[src/rtl/fifo_word_packer_pkg.sv]
// Shared types for the word packer: the output-slot state encoding.
package fifo_word_packer_pkg;

    typedef enum logic {
        FILL = 1'b0,
        HOLD = 1'b1
    } pack_state_e;

endpackage

[src/rtl/FIFOInterface.sv]
// Valid/ready/data stream bundle; "in" is the sink view, "out" the source view.
interface FIFOInterface #(
    parameter int W = 8
);
    logic         valid;
    logic         ready;
    logic [W-1:0] data;

    modport in  (input valid, input data, output ready);
    modport out (output valid, output data, input ready);
endinterface

[src/rtl/fifo_word_packer.sv]
// Packs K consecutive Nb-bit stream words into one Nb*K-bit word, first word in
// the LSBs; a flush emits a partially filled group with zeroed upper lanes.
module fifo_word_packer
    import fifo_word_packer_pkg::*;
#(
    parameter int Nb = 8,
    parameter int K  = 3,
    parameter int Mk = $clog2(K) + 1
) (
    input  logic          clk,
    input  logic          reset,
    FIFOInterface.in      in,
    FIFOInterface.out     out,
    input  logic          flush,
    output logic [Mk-1:0] fill,
    output logic          out_partial
);

    pack_state_e         state_q, state_d;
    logic [Nb-1:0]       lanes_q [K-1];
    logic [Nb-1:0]       lanes_d [K-1];
    logic [Mk-1:0]       fill_q, fill_d;
    logic [Nb*K-1:0]     data_q, data_d;
    logic                partial_q, partial_d;

    logic                slot_free;
    logic                in_fire;
    logic                complete;
    logic                flush_go;
    logic                emit;
    logic [Nb*K-1:0]     held_word;
    logic [Nb*K-1:0]     emit_word;

    assign slot_free = (state_q == FILL) || out.ready;
    assign in.ready  = slot_free;
    assign in_fire   = in.valid && slot_free;
    assign complete  = in_fire && (fill_q == Mk'(K - 1));
    // A flush only counts if something is held or arriving, and never splits a completing group.
    assign flush_go  = flush && slot_free && !complete && ((fill_q != '0) || in_fire);
    assign emit      = complete || flush_go;

    // Lanes above the fill point are always zero, so OR-ing the incoming word is enough.
    for (genvar gi = 0; gi < K; gi++) begin : g_lane
        if (gi < K - 1) begin : g_held
            assign held_word[gi*Nb +: Nb] = lanes_q[gi];
        end else begin : g_top
            assign held_word[gi*Nb +: Nb] = '0;
        end
        assign emit_word[gi*Nb +: Nb] = held_word[gi*Nb +: Nb]
                                      | ((in_fire && (fill_q == Mk'(gi))) ? in.data : '0);
    end

    always_comb begin
        state_d   = state_q;
        data_d    = data_q;
        partial_d = partial_q;
        fill_d    = fill_q;
        lanes_d   = lanes_q;
        if (emit) begin
            state_d   = HOLD;
            data_d    = emit_word;
            partial_d = flush_go;
            fill_d    = '0;
            for (int i = 0; i < K - 1; i++) begin
                lanes_d[i] = '0;
            end
        end else begin
            if (in_fire) begin
                for (int i = 0; i < K - 1; i++) begin
                    if (fill_q == Mk'(i)) begin
                        lanes_d[i] = in.data;
                    end
                end
                fill_d = fill_q + Mk'(1);
            end
            if ((state_q == HOLD) && out.ready) begin
                state_d = FILL;
            end
        end
    end

    always_ff @(posedge clk) begin
        if (!reset) begin
            state_q   <= FILL;
            data_q    <= '0;
            partial_q <= 1'b0;
            fill_q    <= '0;
            for (int i = 0; i < K - 1; i++) begin
                lanes_q[i] <= '0;
            end
        end else begin
            state_q   <= state_d;
            data_q    <= data_d;
            partial_q <= partial_d;
            fill_q    <= fill_d;
            lanes_q   <= lanes_d;
        end
    end

    assign out.valid   = (state_q == HOLD);
    assign out.data    = data_q;
    assign fill        = fill_q;
    assign out_partial = partial_q;

endmodule

[src/flat_wrapper.sv]
// flat-port wrapper written by rule: the top's interface ports become plain ports
module fifo_word_packer_flat import fifo_word_packer_pkg::*;
#(
    parameter int Nb = 8,
    parameter int K  = 3,
    parameter int Mk = $clog2(K) + 1
)
  (clk, reset, flush, fill, out_partial, in_valid, in_data, in_ready, out_valid, out_data, out_ready);
  FIFOInterface #(.W(8)) in_i ();
  FIFOInterface #(.W(24)) out_i ();
  input  logic clk;
  input  logic reset;
  input  logic flush;
  output logic [Mk-1:0] fill;
  output logic out_partial;
  input wire logic [$bits(in_i.valid)-1:0] in_valid;
  input wire logic [$bits(in_i.data)-1:0] in_data;
  output wire logic [$bits(in_i.ready)-1:0] in_ready;
  output wire logic [$bits(out_i.valid)-1:0] out_valid;
  output wire logic [$bits(out_i.data)-1:0] out_data;
  input wire logic [$bits(out_i.ready)-1:0] out_ready;
  assign in_i.valid = in_valid;
  assign in_i.data = in_data;
  assign in_ready = in_i.ready;
  assign out_valid = out_i.valid;
  assign out_data = out_i.data;
  assign out_i.ready = out_ready;
  fifo_word_packer #(.Nb(Nb), .K(K), .Mk(Mk)) u_core (.clk(clk), .reset(reset), .in(in_i), .out(out_i), .flush(flush), .fill(fill), .out_partial(out_partial));
endmodule
[config.mk]
export PLATFORM = sky130hd
export DESIGN_NAME = fifo_word_packer_flat
export DESIGN_NICKNAME = d
export VERILOG_FILES = /design/src/rtl/fifo_word_packer_pkg.sv /design/src/rtl/FIFOInterface.sv /design/src/rtl/fifo_word_packer.sv /design/src/flat_wrapper.sv
export SDC_FILE = /design/constraint.sdc
export NUM_CORES = 1
export LEC_CHECK = 0
export BUFFER_PORTS_ARGS = -buffer_cell sky130_fd_sc_hd__buf_2
export CORE_MARGIN = 2
export CORE_UTILIZATION = 55
export CTS_BUF_LIST = sky130_fd_sc_hd__clkbuf_8
export CTS_CLUSTER_DIAMETER = 100
export DETAILED_ROUTE_END_ITERATION = 7
export PLACE_DENSITY = 0.81
export SYNTH_ARGS = -nofsm -noshare
export SYNTH_HDL_FRONTEND = slang
export SYNTH_SLANG_ARGS = --single-unit
[constraint.sdc]
create_clock -name clk -period 2.9 [get_ports clk]
set_input_delay 0.725 -clock clk [delete_from_list [all_inputs] [get_ports clk]]
set_output_delay 0.725 -clock clk [all_outputs]
set_load 0.1 [all_outputs]
==> impl_table.tex, run 1 <==
\begin{tabular}{lr}
\hline
Metric & Value \\
\hline
\multicolumn{2}{l}{\textbf{Run status}} \\
\quad Run status & finished clean \\
\multicolumn{2}{l}{\textbf{Logic synthesis}} \\
\quad Share of the synthesized area in the top cell type & a little under half \\
\quad FFs w/ async S/R, synth & 0\% \\
\quad Number of warnings reported in the yosys synthesis log & 0 \\
\quad Register bit count reported by yosys & 45 \\
\quad Synth top cells by count & sky130\_fd\_sc\_hd\_\_a21oi\_1, sky130\_fd\_sc\_hd\_\_dfxtp\_1, sky130\_fd\_sc\_hd\_\_nand2\_1 \\
\quad Sequential-to-total area share from yosys stat & 47.8\% \\
\quad Main synth FF type & sky130\_fd\_sc\_hd\_\_dfxtp\_1 \\
\quad Synth area leader & sky130\_fd\_sc\_hd\_\_dfxtp\_1 \\
\quad Synth cell types & 28 \\
\quad Most used standard cell by instance count after synthesis & sky130\_fd\_sc\_hd\_\_a21oi\_1 \\
\quad Syn Std Cell Area & 1890 sq um \\
\quad Synth Instances & 214 \\
\quad Cells taking the most area after synthesis & sky130\_fd\_sc\_hd\_\_dfxtp\_1, sky130\_fd\_sc\_hd\_\_a21oi\_1, sky130\_fd\_sc\_hd\_\_nand2\_1 \\
\quad Number of nets in the synthesized netlist & 231 \\
\quad Avg Cell Area, Syn & 8.81 sq um \\
\quad Number of synthesized flops with an enable pin & 0 \\
\multicolumn{2}{l}{\textbf{Clock network}} \\
\quad Clock-pin slew on the worst setup and hold paths & $\sim$0.08 ns \\
\quad Bufs on Longest Clock Path & 2 \\
\quad Count of buffers added by post-CTS timing repair for setup & 0 \\
\quad Post-cts hold buffer count & 0 \\
\quad CTS Sinks & 45 \\
\quad H-Tree Level Count & 2 \\
\quad TritonCTS Buffers & 5 \\
\quad Source-to-sink clock delay at the later pin of the worst-skew pair & 0.29 ns \\
\quad Buffer type at the clock tree root & sky130\_fd\_sc\_hd\_\_clkbuf\_8 \\
\quad PostCTS Resize Cnt & 0 \\
\quad TritonCTS clock tree & done \\
\multicolumn{2}{l}{\textbf{STA}} \\
\quad Minimum clock period & 2.38 ns \\
\quad Number of pins with negative max-slew slack in the final report & 0 \\
\quad Final setup TNS & 0 ns \\
\quad Number of endpoints failing setup at the final stage & 0 \\
\quad Worst-case clock skew & 0.00227 ns \\
\quad Max\_slew headroom & 40.4\% \\
\quad RSZ-0062 raised after global routing & false \\
\quad Peak Freq & between 0.4 and 0.5 GHz \\
\quad Final hold slack & roughly 0.46 ns \\
\quad Slew @ Worst Pin & 0.894 ns \\
\quad Final worst path period share & between 80\% and 90\% \\
\quad Count of endpoints failing hold in the final timing report & 0 \\
\multicolumn{2}{l}{\textbf{Detailed routing}} \\
\quad WL per Instance & $\sim$14 microns \\
\quad Number of DRC markers after the initial detailed-route iteration & 98 \\
\quad Ratio of routed vias to standard cells & between 5 and 6 \\
\quad Iteration count of the initial detailed-routing pass & 4 \\
\quad Total routed wirelength & 4140 microns \\
\quad Antenna-violating nets left & 0 \\
\quad Remaining design rule violation count & 0 \\
\quad Via count & 1641 \\
\multicolumn{2}{l}{\textbf{Placement}} \\
\quad Placed wire-length estimate & $\sim$2700 microns \\
\quad Number of I/O port buffers & 42 \\
\quad Number of placed instances with taps included & 288 \\
\quad RD Place Congestion & $\sim$0.75 \\
\multicolumn{2}{l}{\textbf{Final layout}} \\
\quad Post-route insts no fill & 296 \\
\quad FF/Latch Area & 901 sq um \\
\quad Layout filler cell count & 304 \\
\quad Area growth from synthesis to layout & 14.1\% \\
\quad Layout cell share with drive strength beyond 1 & approximately 24\% \\
\quad Multi-input gate area in the final layout & 870 sq um \\
\quad Count of nets after finishing & 266 \\
\quad Inserted Diodes & 0 \\
\multicolumn{2}{l}{\textbf{Floorplanning}} \\
\quad Vertical die dimension & 62.6 microns \\
\quad Die Footprint & $\sim$3900 sq um \\
\quad Starting density of the core & a little under three fifths \\
\quad Placeable Area & 3310 sq um \\
\quad Count of standard-cell rows & 21 \\
\quad Num ports & 43 \\
\quad Die X-Extent & around 63 microns \\
\multicolumn{2}{l}{\textbf{Global routing}} \\
\quad Antenna violations before repair & 0 \\
\quad GRT Resource Usage Total & 22.3\% \\
\quad Aggregate global routing overflow & 0 \\
\quad First-pass GRT wire length & 6980 microns \\
\quad Number of global-route vias before repair & between 1000 and 1500 \\
\quad Largest net degree at the start of global routing & 26 \\
\multicolumn{2}{l}{\textbf{Critical path}} \\
\quad Critical Setup Path Class & input pin to output pin \\
\quad CP max FO & 13 \\
\quad Launching element type of the critical path & input pin \\
\quad CP Launch Point & out\_ready \\
\quad Data arrival time of the worst path & 1.65 ns \\
\quad Required time at the worst-slack endpoint & 2.17 ns \\
\quad R2R Path Start & u\_core.fill[0]\$\_SDFFE\_PP0P\_ \\
\quad Reg-to-reg critical path endpoint & u\_core.out.data[11]\$\_SDFFE\_PN0P\_ \\
\quad Endpoint kind of the worst setup timing path & output pin \\
\quad Internal reg-to-reg setup slack & 0.84 ns \\
\quad Worst reg-to-reg path cell count & 7 \\
\quad Setup crit end & in\_ready \\
\multicolumn{2}{l}{\textbf{Power and ir drop}} \\
\quad Worst IR drop on VDD & 365 uV \\
\quad Overall Power & 1.45 mW \\
\quad Static Leak & 0.892 nW \\
\quad Power density of the placed cells & 676 nW/um\^{}2 \\
\multicolumn{2}{l}{\textbf{Run}} \\
\quad Max-cap violations & 0 \\
\multicolumn{2}{l}{\textbf{Hold path}} \\
\quad Class of the tightest hold or removal check & flip-flop to flip-flop \\
\hline
\end{tabular}
[report_power, final]
part	total (mW)	switching, mW	leakage (nW)	internal, mW
Clock	0.360	0.199	0.0519	0.161
Sequential	0.681	0.0231	0.367	0.658
Combinational	0.413	0.336	0.472	0.0767
Total	1.45	0.559	0.892	0.895
[cell type report]
class                   count  share of cell area, %
multi-input cells         149                   40.4
clock buffers               5                   3.20
clock inverters             3                  0.523
flip-flops and latches     45                   41.9
inverters                   3                  0.523
repair buffers             45                   10.8
well taps                  46                   2.67
[registers in the layout, indices dropped and copies added, names as in the netlist]
name and cells:
u_core.out_partial 1, u_core.held_word 16, u_core.fill 3, u_core.out.data 24, u_core.out.valid 1
[metal layers]
layer  vias up  track usage [%]  wire, microns
li1        821                -              -
met1       760             30.1           1900
met2        51             34.5           1920
met3         9             5.77            240
met4         0             8.33             79
met5         -                0              0
[worst min path at each step]
stage	cells past startpoint	slack (ns)	start	end
global placement	2	0.44	u_core.held_word[3]$_SDFFE_PP0P_	u_core.held_word[3]$_SDFFE_PP0P_
finish	2	0.46	u_core.held_word[12]$_SDFFE_PP0P_	u_core.held_word[12]$_SDFFE_PP0P_
CTS	2	0.46	u_core.held_word[3]$_SDFFE_PP0P_	u_core.held_word[3]$_SDFFE_PP0P_
floorplan	2	0.43	u_core.held_word[0]$_SDFFE_PP0P_	u_core.held_word[0]$_SDFFE_PP0P_
global route	2	0.48	u_core.held_word[12]$_SDFFE_PP0P_	u_core.held_word[12]$_SDFFE_PP0P_
detailed placement	2	0.45	u_core.held_word[10]$_SDFFE_PP0P_	u_core.held_word[10]$_SDFFE_PP0P_
[placed cells by master, fill, tap and decap left out]
cell                        n
sky130_fd_sc_hd__a21oi_1   55
sky130_fd_sc_hd__a21oi_2    2
sky130_fd_sc_hd__a31oi_1    1
sky130_fd_sc_hd__and3_1     1
sky130_fd_sc_hd__and4b_1    3
sky130_fd_sc_hd__buf_2     42
sky130_fd_sc_hd__buf_4      3
sky130_fd_sc_hd__clkbuf_8   5
sky130_fd_sc_hd__clkinv_1   1
sky130_fd_sc_hd__dfxtp_1   45
sky130_fd_sc_hd__ha_1       4
sky130_fd_sc_hd__inv_1      5
sky130_fd_sc_hd__mux2i_1    1
sky130_fd_sc_hd__nand2_1   43
sky130_fd_sc_hd__nand2b_1   1
sky130_fd_sc_hd__nand3_1   11
sky130_fd_sc_hd__nand3_4    1
sky130_fd_sc_hd__nand4b_1   3
sky130_fd_sc_hd__nor2_1     3
sky130_fd_sc_hd__nor3_1     1
sky130_fd_sc_hd__o21ai_0    1
sky130_fd_sc_hd__o31ai_1    8
sky130_fd_sc_hd__o31ai_2    7
sky130_fd_sc_hd__o31ai_4    1
sky130_fd_sc_hd__or3b_1     1
sky130_fd_sc_hd__xnor2_1    1
[logic make-up after synthesis]
kind of cell    synth area share (%)
compound gates                  25.1
simple gates                    17.4
flops                           47.8
xor+xnor                       0.465
mux                            0.531
buf+inv                         6.10
fa+ha+maj                       2.65
[critical path, stage by stage]
cell                       delay (ns)
sky130_fd_sc_hd__buf_2           0.07
sky130_fd_sc_hd__nand2b_1        0.35
sky130_fd_sc_hd__buf_2           0.51
[per-stage QoR]
stage | cell area (sq um) | utilization [%] | setup slack, ns
floorplan | 1890 | - | 0.507
global placement | 2070 | 62.6 | 0.548
detailed placement | 2070 | 62.6 | 0.535
CTS | 2150 | 65.0 | 0.527
global route | 2150 | 65.0 | 0.478
finish | 2150 | 65.0 | 0.522
Note: power is estimated with default switching activity, not from simulation.
==> inputs of run 2 (changes only) <==
--- a/config.mk
+++ b/config.mk
@@ -5,13 +5,14 @@
 export SDC_FILE = /design/constraint.sdc
 export NUM_CORES = 1
 export LEC_CHECK = 0
+export ABC_AREA = 1
 export BUFFER_PORTS_ARGS = -buffer_cell sky130_fd_sc_hd__buf_2
 export CORE_MARGIN = 2
 export CORE_UTILIZATION = 55
 export CTS_BUF_LIST = sky130_fd_sc_hd__clkbuf_8
 export CTS_CLUSTER_DIAMETER = 100
 export DETAILED_ROUTE_END_ITERATION = 7
-export PLACE_DENSITY = 0.81
+export PLACE_DENSITY = 0.8
 export SYNTH_ARGS = -nofsm -noshare
 export SYNTH_HDL_FRONTEND = slang
 export SYNTH_SLANG_ARGS = --single-unit
==> constraint.sdc (replaced) <==
create_clock -name clk -period 2.3 [get_ports clk]
set_input_delay 0.575 -clock clk [delete_from_list [all_inputs] [get_ports clk]]
set_output_delay 0.575 -clock clk [all_outputs]
set_load 0.1 [all_outputs]
==> run 2 against run 1 <==
  * Global-route usage increased by 2.2 points
  * Hold slack improved by 0.012 ns
  * Power increased by 14%
  * Sequential share of layout area decreased by 2.9 points
  * Clock skew increased by 0.0042 ns
  * Critical path type is now flip-flop to flip-flop
==> impl_table.tex, run 2 <==
\begin{tabular}{lr}
\hline
Metric & Value \\
\hline
\multicolumn{2}{l}{\textbf{STA}} \\
\quad Max\_slew headroom & 67.8\% \\
\quad RSZ-0062 raised after global routing & false \\
\quad Slew @ Worst Pin & 0.487 ns \\
\quad Final worst path period share & 83.5\% \\
\quad Worst-case clock skew & 0.00645 ns \\
\quad Number of pins with negative max-slew slack in the final report & 0 \\
\quad Final setup TNS & 0 ns \\
\quad Minimum clock period & between 1.5 and 2 ns \\
\quad Peak Freq & 0.520 GHz \\
\quad Count of endpoints failing hold in the final timing report & 0 \\
\quad Number of endpoints failing setup at the final stage & 0 \\
\multicolumn{2}{l}{\textbf{Placement}} \\
\quad RD Place Congestion & 0.812 \\
\quad Number of placed instances with taps included & 330 \\
\quad Dpl cell area & 2230 sq um \\
\quad Placed wire-length estimate & 3180 microns \\
\quad Number of I/O port buffers & 42 \\
\multicolumn{2}{l}{\textbf{Power and ir drop}} \\
\quad Worst IR drop on VDD & 571 uV \\
\quad Static Leak & 1.14 nW \\
\quad Power density of the placed cells & 715 nW/um\^{}2 \\
\quad Overall Power & 1.65 mW \\
\multicolumn{2}{l}{\textbf{Final layout}} \\
\quad Highest-count cells in the layout ignoring fill and taps & sky130\_fd\_sc\_hd\_\_nand2\_1, sky130\_fd\_sc\_hd\_\_dfxtp\_1, sky130\_fd\_sc\_hd\_\_buf\_2 \\
\quad Layout filler cell count & 310 \\
\quad Inserted Diodes & 0 \\
\quad Layout cell share with drive strength beyond 1 & a little under a quarter \\
\quad Leading cell type in the layout, fill and taps excluded & sky130\_fd\_sc\_hd\_\_nand2\_1 \\
\quad Final core occ & 67.7\% \\
\quad Count of nets after finishing & 308 \\
\quad Post-route standard cell area excluding fillers & 2310 sq um \\
\quad Number of flip-flops under the largest register name & 24 \\
\quad Post-route insts no fill & about 340 \\
\quad Area growth from synthesis to layout & 15.4\% \\
\multicolumn{2}{l}{\textbf{Detailed routing}} \\
\quad Total routed wirelength & approximately 4600 microns \\
\quad Via count & 1841 \\
\quad Iteration count of the initial detailed-routing pass & 4 \\
\quad Remaining design rule violation count & 0 \\
\quad Ratio of routed vias to standard cells & between 5 and 6 \\
\quad Antenna-violating nets left & 0 \\
\quad Number of DRC markers after the initial detailed-route iteration & 137 \\
\quad WL per Instance & 13.6 microns \\
\multicolumn{2}{l}{\textbf{Clock network}} \\
\quad Buffer type at the clock tree root & sky130\_fd\_sc\_hd\_\_clkbuf\_8 \\
\quad PostCTS Resize Cnt & 0 \\
\quad Source-to-sink clock delay at the later pin of the worst-skew pair & 0.29 ns \\
\quad CTS Sinks & 45 \\
\quad Clock-pin slew on the worst setup and hold paths & 0.08 ns \\
\quad Count of buffers added by post-CTS timing repair for setup & 0 \\
\quad Bufs on Longest Clock Path & 2 \\
\quad TritonCTS Buffers & 5 \\
\quad H-Tree Level Count & 2 \\
\quad Post-cts hold buffer count & 0 \\
\quad TritonCTS clock tree & done \\
\multicolumn{2}{l}{\textbf{Global routing}} \\
\quad Peak-usage layer in the global routing report & met2 \\
\quad Antenna violations before repair & 0 \\
\quad First-pass GRT wire length & 7800 microns \\
\quad GRT Resource Usage Total & between 20\% and 30\% \\
\quad Met2 capacity usage during global routing & between 40\% and 50\% \\
\quad Number of global-route vias before repair & approximately 1700 \\
\quad Largest net degree at the start of global routing & 32 \\
\quad Global routing met1 resource utilization & a little over 30\% \\
\quad Met3 usage in global routing & 5.46\% \\
\quad Aggregate global routing overflow & 0 \\
\multicolumn{2}{l}{\textbf{Logic synthesis}} \\
\quad Share of the synthesized area in the top cell type & roughly 45\% \\
\quad FFs w/ async S/R, synth & 0\% \\
\quad Syn Std Cell Area & 2000 sq um \\
\quad Synth Instances & 254 \\
\quad Synth area leader & sky130\_fd\_sc\_hd\_\_dfxtp\_1 \\
\quad Main synth FF type & sky130\_fd\_sc\_hd\_\_dfxtp\_1 \\
\quad Synth cell types & 20 \\
\quad Number of warnings reported in the yosys synthesis log & 0 \\
\quad Avg Cell Area, Syn & $\sim$7.9 sq um \\
\quad Cells taking the most area after synthesis & sky130\_fd\_sc\_hd\_\_dfxtp\_1, sky130\_fd\_sc\_hd\_\_nand2\_1, sky130\_fd\_sc\_hd\_\_nand4\_1 \\
\quad Most used standard cell by instance count after synthesis & sky130\_fd\_sc\_hd\_\_nand2\_1 \\
\quad Number of nets in the synthesized netlist & 271 \\
\quad Synth top cells by count & sky130\_fd\_sc\_hd\_\_nand2\_1, sky130\_fd\_sc\_hd\_\_dfxtp\_1, sky130\_fd\_sc\_hd\_\_nand4\_1 \\
\quad Number of synthesized flops with an enable pin & 0 \\
\quad Sequential-to-total area share from yosys stat & 44.9\% \\
\quad Register bit count reported by yosys & 45 \\
\multicolumn{2}{l}{\textbf{Critical path}} \\
\quad Reg-to-reg critical path endpoint & u\_core.out.data[3]\$\_SDFFE\_PN0P\_ \\
\quad Internal reg-to-reg setup slack & 0.38 ns \\
\quad Critical Setup Path Class & flip-flop to flip-flop \\
\quad Launching element type of the critical path & flip-flop \\
\quad R2R Path Start & u\_core.fill[0]\$\_SDFFE\_PP0P\_ \\
\quad Required time at the worst-slack endpoint & 2.49 ns \\
\quad CP Launch Point & u\_core.fill[0]\$\_SDFFE\_PP0P\_ \\
\quad Data arrival time of the worst path & 2.11 ns \\
\quad Endpoint kind of the worst setup timing path & flip-flop \\
\quad CP max FO & 26 \\
\quad Worst reg-to-reg path cell count & 9 \\
\multicolumn{2}{l}{\textbf{Hold path}} \\
\quad Class of the tightest hold or removal check & flip-flop to flip-flop \\
\quad Hold Crit Depth & 2 \\
\quad Endpoint, Worst Hold & u\_core.held\_word[8]\$\_SDFFE\_PP0P\_ \\
\quad Hold path startpoint & u\_core.held\_word[8]\$\_SDFFE\_PP0P\_ \\
\multicolumn{2}{l}{\textbf{Floorplanning}} \\
\quad Die X-Extent & approximately 64 microns \\
\quad Vertical die dimension & between 60 and 70 microns \\
\quad Num ports & 43 \\
\quad Placeable Area & 3420 sq um \\
\quad Count of standard-cell rows & 21 \\
\quad Die Footprint & 4140 sq um \\
\quad Starting density of the core & 58.7\% \\
\multicolumn{2}{l}{\textbf{Run status}} \\
\quad Run status & finished clean \\
\multicolumn{2}{l}{\textbf{Run}} \\
\quad Max-cap violations & 0 \\
\hline
\end{tabular}
run 2: how the worst max path moves through the flow:
stage	cells after the start	slack [ns]	endpoint
final	9	0.38	u_core.out.data[3]$_SDFFE_PN0P_
after global routing	8	0.22	u_core.held_word[6]$_SDFFE_PP0P_
after CTS	9	0.39	u_core.out.data[3]$_SDFFE_PN0P_
after detailed placement	7	0.40	u_core.out.data[4]$_SDFFE_PN0P_
after global placement	7	0.45	u_core.out.data[4]$_SDFFE_PN0P_
after floorplan	10	0.06	u_core.out.data[10]$_SDFFE_PN0P_
run 2: cells by family (layout without fill, tap and decap cells):
group           count (synthesis)  count (layout)  share of synthesized area, %
simple gates                  143             143                          36.5
fa+ha+maj                       4               4                          2.50
buf+inv                        41              78                          8.99
flops                          45              45                          44.9
compound gates                 21              21                          7.12
run 2: layout make-up:
cell class | instances | area, sq um | share of cell area (%)
Clock buffer | 6 | 82.6 | 3.57
Timing Repair Buffer | 45 | 248 | 10.7
Clock inverter | 1 | 3.75 | 0.162
Multi-Input combinational cell | 168 | 923 | 39.9
Sequential cell | 45 | 901 | 38.9
Tap cell | 46 | 57.6 | 2.49
Inverter | 26 | 97.6 | 4.22
run 2: per-stage QoR:
stage / hold slack, ns / setup slack (ns)
6_report: 0.469 / 0.379
2_1_floorplan: 0.445 / 0.0566
5_1_grt: 0.482 / 0.215
3_5_place_dp: 0.455 / 0.404
4_1_cts: 0.469 / 0.394
3_3_place_gp: 0.452 / 0.449
run 2: critical path: stages (launching register included):
cell and delay [ns]:
sky130_fd_sc_hd__dfxtp_1 0.36, sky130_fd_sc_hd__inv_1 0.12, sky130_fd_sc_hd__ha_1 0.17, sky130_fd_sc_hd__inv_1 0.07, sky130_fd_sc_hd__nor2_4 0.22, sky130_fd_sc_hd__nand2_4 0.08, sky130_fd_sc_hd__nand2_4 0.27, sky130_fd_sc_hd__nand2_2 0.28
sky130_fd_sc_hd__nand3_1 0.17, sky130_fd_sc_hd__nand2_1 0.07
run 2: power breakdown:
group | leakage, nW | internal [mW] | switching (mW) | total (mW)
clock | 0.0485 | 0.234 | 0.250 | 0.484
sequential | 0.365 | 0.808 | 0.0175 | 0.825
combinational | 0.731 | 0.0671 | 0.277 | 0.344
run 2: metal layers:
metal	wire [microns]	up-vias
met3	217	4
met1	2090	857
met4	53	0
met5	0	-
li1	-	934
met2	2230	46
==> inputs of run 3 (changes only) <==
==> constraint.sdc (replaced) <==
create_clock -name clk -period 1.81 [get_ports clk]
set_input_delay 0.4525 -clock clk [delete_from_list [all_inputs] [get_ports clk]]
set_output_delay 0.4525 -clock clk [all_outputs]
set_load 0.1 [all_outputs]
==> run 3 against run 2 <==
  * Clock power increased by 31%
  * Sequential share of layout area decreased by 0.36 points
  * Final cell count increased by 1.5%
  * Critical path type is now flip-flop to output pin
  * Largest cell class unchanged
  * First-iteration DRC count decreased by 5.1%
  * Non-clock buffer count increased by 4
==> impl_table.tex, run 3 (same netlist as run 2, synthesis figures left out) <==
\begin{tabular}{lr}
\hline
Metric & Value \\
\hline
\multicolumn{2}{l}{\textbf{STA}} \\
\quad Peak Freq & 0.627 GHz \\
\quad Final setup TNS & 0 ns \\
\quad Worst-case clock skew & 0.00891 ns \\
\quad Final worst path period share & 88.1\% \\
\quad Count of endpoints failing hold in the final timing report & 0 \\
\quad RSZ-0062 raised after global routing & false \\
\quad Number of endpoints failing setup at the final stage & 0 \\
\quad Max\_slew headroom & 67.6\% \\
\quad Final hold slack & between 0.4 and 0.5 ns \\
\quad Slew @ Worst Pin & 0.490 ns \\
\quad Minimum clock period & about 1.6 ns \\
\quad Number of pins with negative max-slew slack in the final report & 0 \\
\multicolumn{2}{l}{\textbf{Critical path}} \\
\quad CP max FO & 5 \\
\quad Critical Setup Path Class & flip-flop to output pin \\
\quad Internal reg-to-reg setup slack & 0.22 ns \\
\quad Endpoint kind of the worst setup timing path & output pin \\
\quad Crit-path cells & buf\_2 \\
\quad Crit path max-delay cell type & sky130\_fd\_sc\_hd\_\_buf\_2 \\
\quad Buffer and inverter count on the worst path & 1 \\
\quad Required time at the worst-slack endpoint & 1.36 ns \\
\quad Launching element type of the critical path & flip-flop \\
\quad Data arrival time of the worst path & 1.14 ns \\
\quad Worst path max stage delay & 0.44 ns \\
\quad Largest delay contributor family on the critical path & buffers and inverters \\
\multicolumn{2}{l}{\textbf{Detailed routing}} \\
\quad WL per Instance & 13.3 microns \\
\quad Number of DRC markers after the initial detailed-route iteration & 130 \\
\quad Ratio of routed vias to standard cells & 5.37 \\
\quad Antenna-violating nets left & 0 \\
\quad Iteration count of the initial detailed-routing pass & 4 \\
\quad Total routed wirelength & around 4500 microns \\
\quad Via count & between 1500 and 2000 \\
\quad Remaining design rule violation count & 0 \\
\multicolumn{2}{l}{\textbf{Global routing}} \\
\quad Aggregate global routing overflow & 0 \\
\quad Antenna violations before repair & 0 \\
\quad Number of global-route vias before repair & 1664 \\
\quad GRT Resource Usage Total & 23.7\% \\
\quad First-pass GRT wire length & 7650 microns \\
\quad Largest net degree at the start of global routing & 31 \\
\multicolumn{2}{l}{\textbf{Final layout}} \\
\quad Highest-count cells in the layout ignoring fill and taps & sky130\_fd\_sc\_hd\_\_nand2\_1, sky130\_fd\_sc\_hd\_\_buf\_2, sky130\_fd\_sc\_hd\_\_dfxtp\_1 \\
\quad FF/Latch Area & 908 sq um \\
\quad Layout cell share with drive strength beyond 1 & between 20\% and 30\% \\
\quad Number of flip-flops under the largest register name & 24 \\
\quad Inserted Diodes & 0 \\
\quad Count of nets after finishing & 312 \\
\quad Leading cell type in the layout, fill and taps excluded & sky130\_fd\_sc\_hd\_\_nand2\_1 \\
\quad Layout filler cell count & 288 \\
\quad Multi-input gate area in the final layout & 923 sq um \\
\quad Area growth from synthesis to layout & 17.5\% \\
\multicolumn{2}{l}{\textbf{Floorplanning}} \\
\quad Placeable Area & 3420 sq um \\
\quad Die Footprint & 4140 sq um \\
\quad Num ports & 43 \\
\quad Starting density of the core & approximately three fifths \\
\quad Vertical die dimension & 64.4 microns \\
\quad Die X-Extent & around 64 microns \\
\quad Count of standard-cell rows & 21 \\
\multicolumn{2}{l}{\textbf{Power and ir drop}} \\
\quad Switching share of power & between 30\% and 40\% \\
\quad Static Leak & about 1.2 nW \\
\quad Share of total power in sequential cells & 49.2\% \\
\quad Worst IR drop on VDD & 521 uV \\
\quad Part of the power in the clock network & 29.7\% \\
\quad Switch Pwr & approximately 0.73 mW \\
\quad Power density of the placed cells & 904 nW/um\^{}2 \\
\quad Internal Power & between 1 and 1.5 mW \\
\quad Comb power frac & 21.1\% \\
\quad Overall Power & 2.13 mW \\
\multicolumn{2}{l}{\textbf{Clock network}} \\
\quad H-Tree Level Count & 2 \\
\quad TritonCTS Buffers & 5 \\
\quad Count of buffers added by post-CTS timing repair for setup & 0 \\
\quad Source-to-sink clock delay at the later pin of the worst-skew pair & 0.30 ns \\
\quad Buffer type at the clock tree root & sky130\_fd\_sc\_hd\_\_clkbuf\_8 \\
\quad Post-cts hold buffer count & 0 \\
\quad CTS Sinks & 45 \\
\quad PostCTS Resize Cnt & 0 \\
\quad TritonCTS clock tree & done \\
\quad Bufs on Longest Clock Path & 2 \\
\quad Clock-pin slew on the worst setup and hold paths & 0.09 ns \\
\multicolumn{2}{l}{\textbf{Placement}} \\
\quad Number of I/O port buffers & 42 \\
\quad Placed wire-length estimate & 3230 microns \\
\quad RD Place Congestion & approximately 0.84 \\
\multicolumn{2}{l}{\textbf{Run}} \\
\quad Max-cap violations & 0 \\
\multicolumn{2}{l}{\textbf{Run status}} \\
\quad Run status & finished clean \\
\multicolumn{2}{l}{\textbf{Hold path}} \\
\quad Class of the tightest hold or removal check & input pin to flip-flop \\
\hline
\end{tabular}
==> run 3: changes by cell type in the layout (fill, tap and decap cells not counted), sizes merged <==
cell,change
clkinvlp,+1
buf,+4
clkbuf,-1
clkinv,+1
==> run 3: power by group through the flow <==
| stage | sequential, mW | clock [mW] | combinational [mW] |
|---|---|---|---|
| 2_1_floorplan | 1.23 | 0 | 0.196 |
| 3_3_place_gp | 1.07 | 0 | 0.443 |
| 3_5_place_dp | 1.07 | 0 | 0.447 |
| 4_1_cts | 1.05 | 0.640 | 0.448 |
| 5_1_grt | 1.05 | 0.687 | 0.478 |
| 6_report | 1.05 | 0.632 | 0.449 |
==> run 3: worst min-delay path: cells and delay by family <==
kind                   cells  cell delay (ns)
AND/OR/NAND/NOR            2             0.13
buffers and inverters      1             0.11
==> run 3: path summary, 6_finish.rpt <==
| check | from | to | cells after the start |
|---|---|---|---|
| min | in_data[7] | u_core.out.data[23]$_SDFFE_PN0P_ | 3 |
| max | u_core.fill[2]$_SDFFE_PP0P_ | fill[2] | 1 |
| max reg2reg | u_core.fill[0]$_SDFFE_PP0P_ | u_core.out.data[0]$_SDFFE_PN0P_ | 9 |
| min reg2reg | u_core.out_partial$_SDFFE_PN0P_ | u_core.out_partial$_SDFFE_PN0P_ | 2 |
==> run 3: stage by stage <==
| stage | util [%] | worst slack [ns] | area (sq um) | cells |
|---|---|---|---|---|
| 2_1_floorplan | - | 0.0197 | 2010 | 254 |
| 3_3_place_gp | 66.3 | 0.162 | 2260 | 334 |
| 3_5_place_dp | 66.3 | 0.144 | 2260 | 334 |
| 4_1_cts | 68.9 | 0.205 | 2350 | 342 |
| 5_1_grt | 68.9 | 0.0922 | 2350 | 342 |
| 6_report | 68.9 | 0.215 | 2350 | 342 |
==> run 3: routing by layer <==
| layer | wire, microns | track usage (%) |
|---|---|---|
| met5 | 0 | 0 |
| met4 | 86 | 10.4 |
| met3 | 247 | 5.63 |
| met2 | 2040 | 36.7 |
| met1 | 2160 | 31.5 |
==> run 3: area by class of cell <==
type                       instances  share of cell area [%]
multi-input combinational        168                    39.2
clock inverter                     3                   0.903
inverter                          26                    4.14
clock buffer                       5                    2.92
timing repair buffer              49                    11.8
sequential                        45                    38.6
tap                               46                    2.44
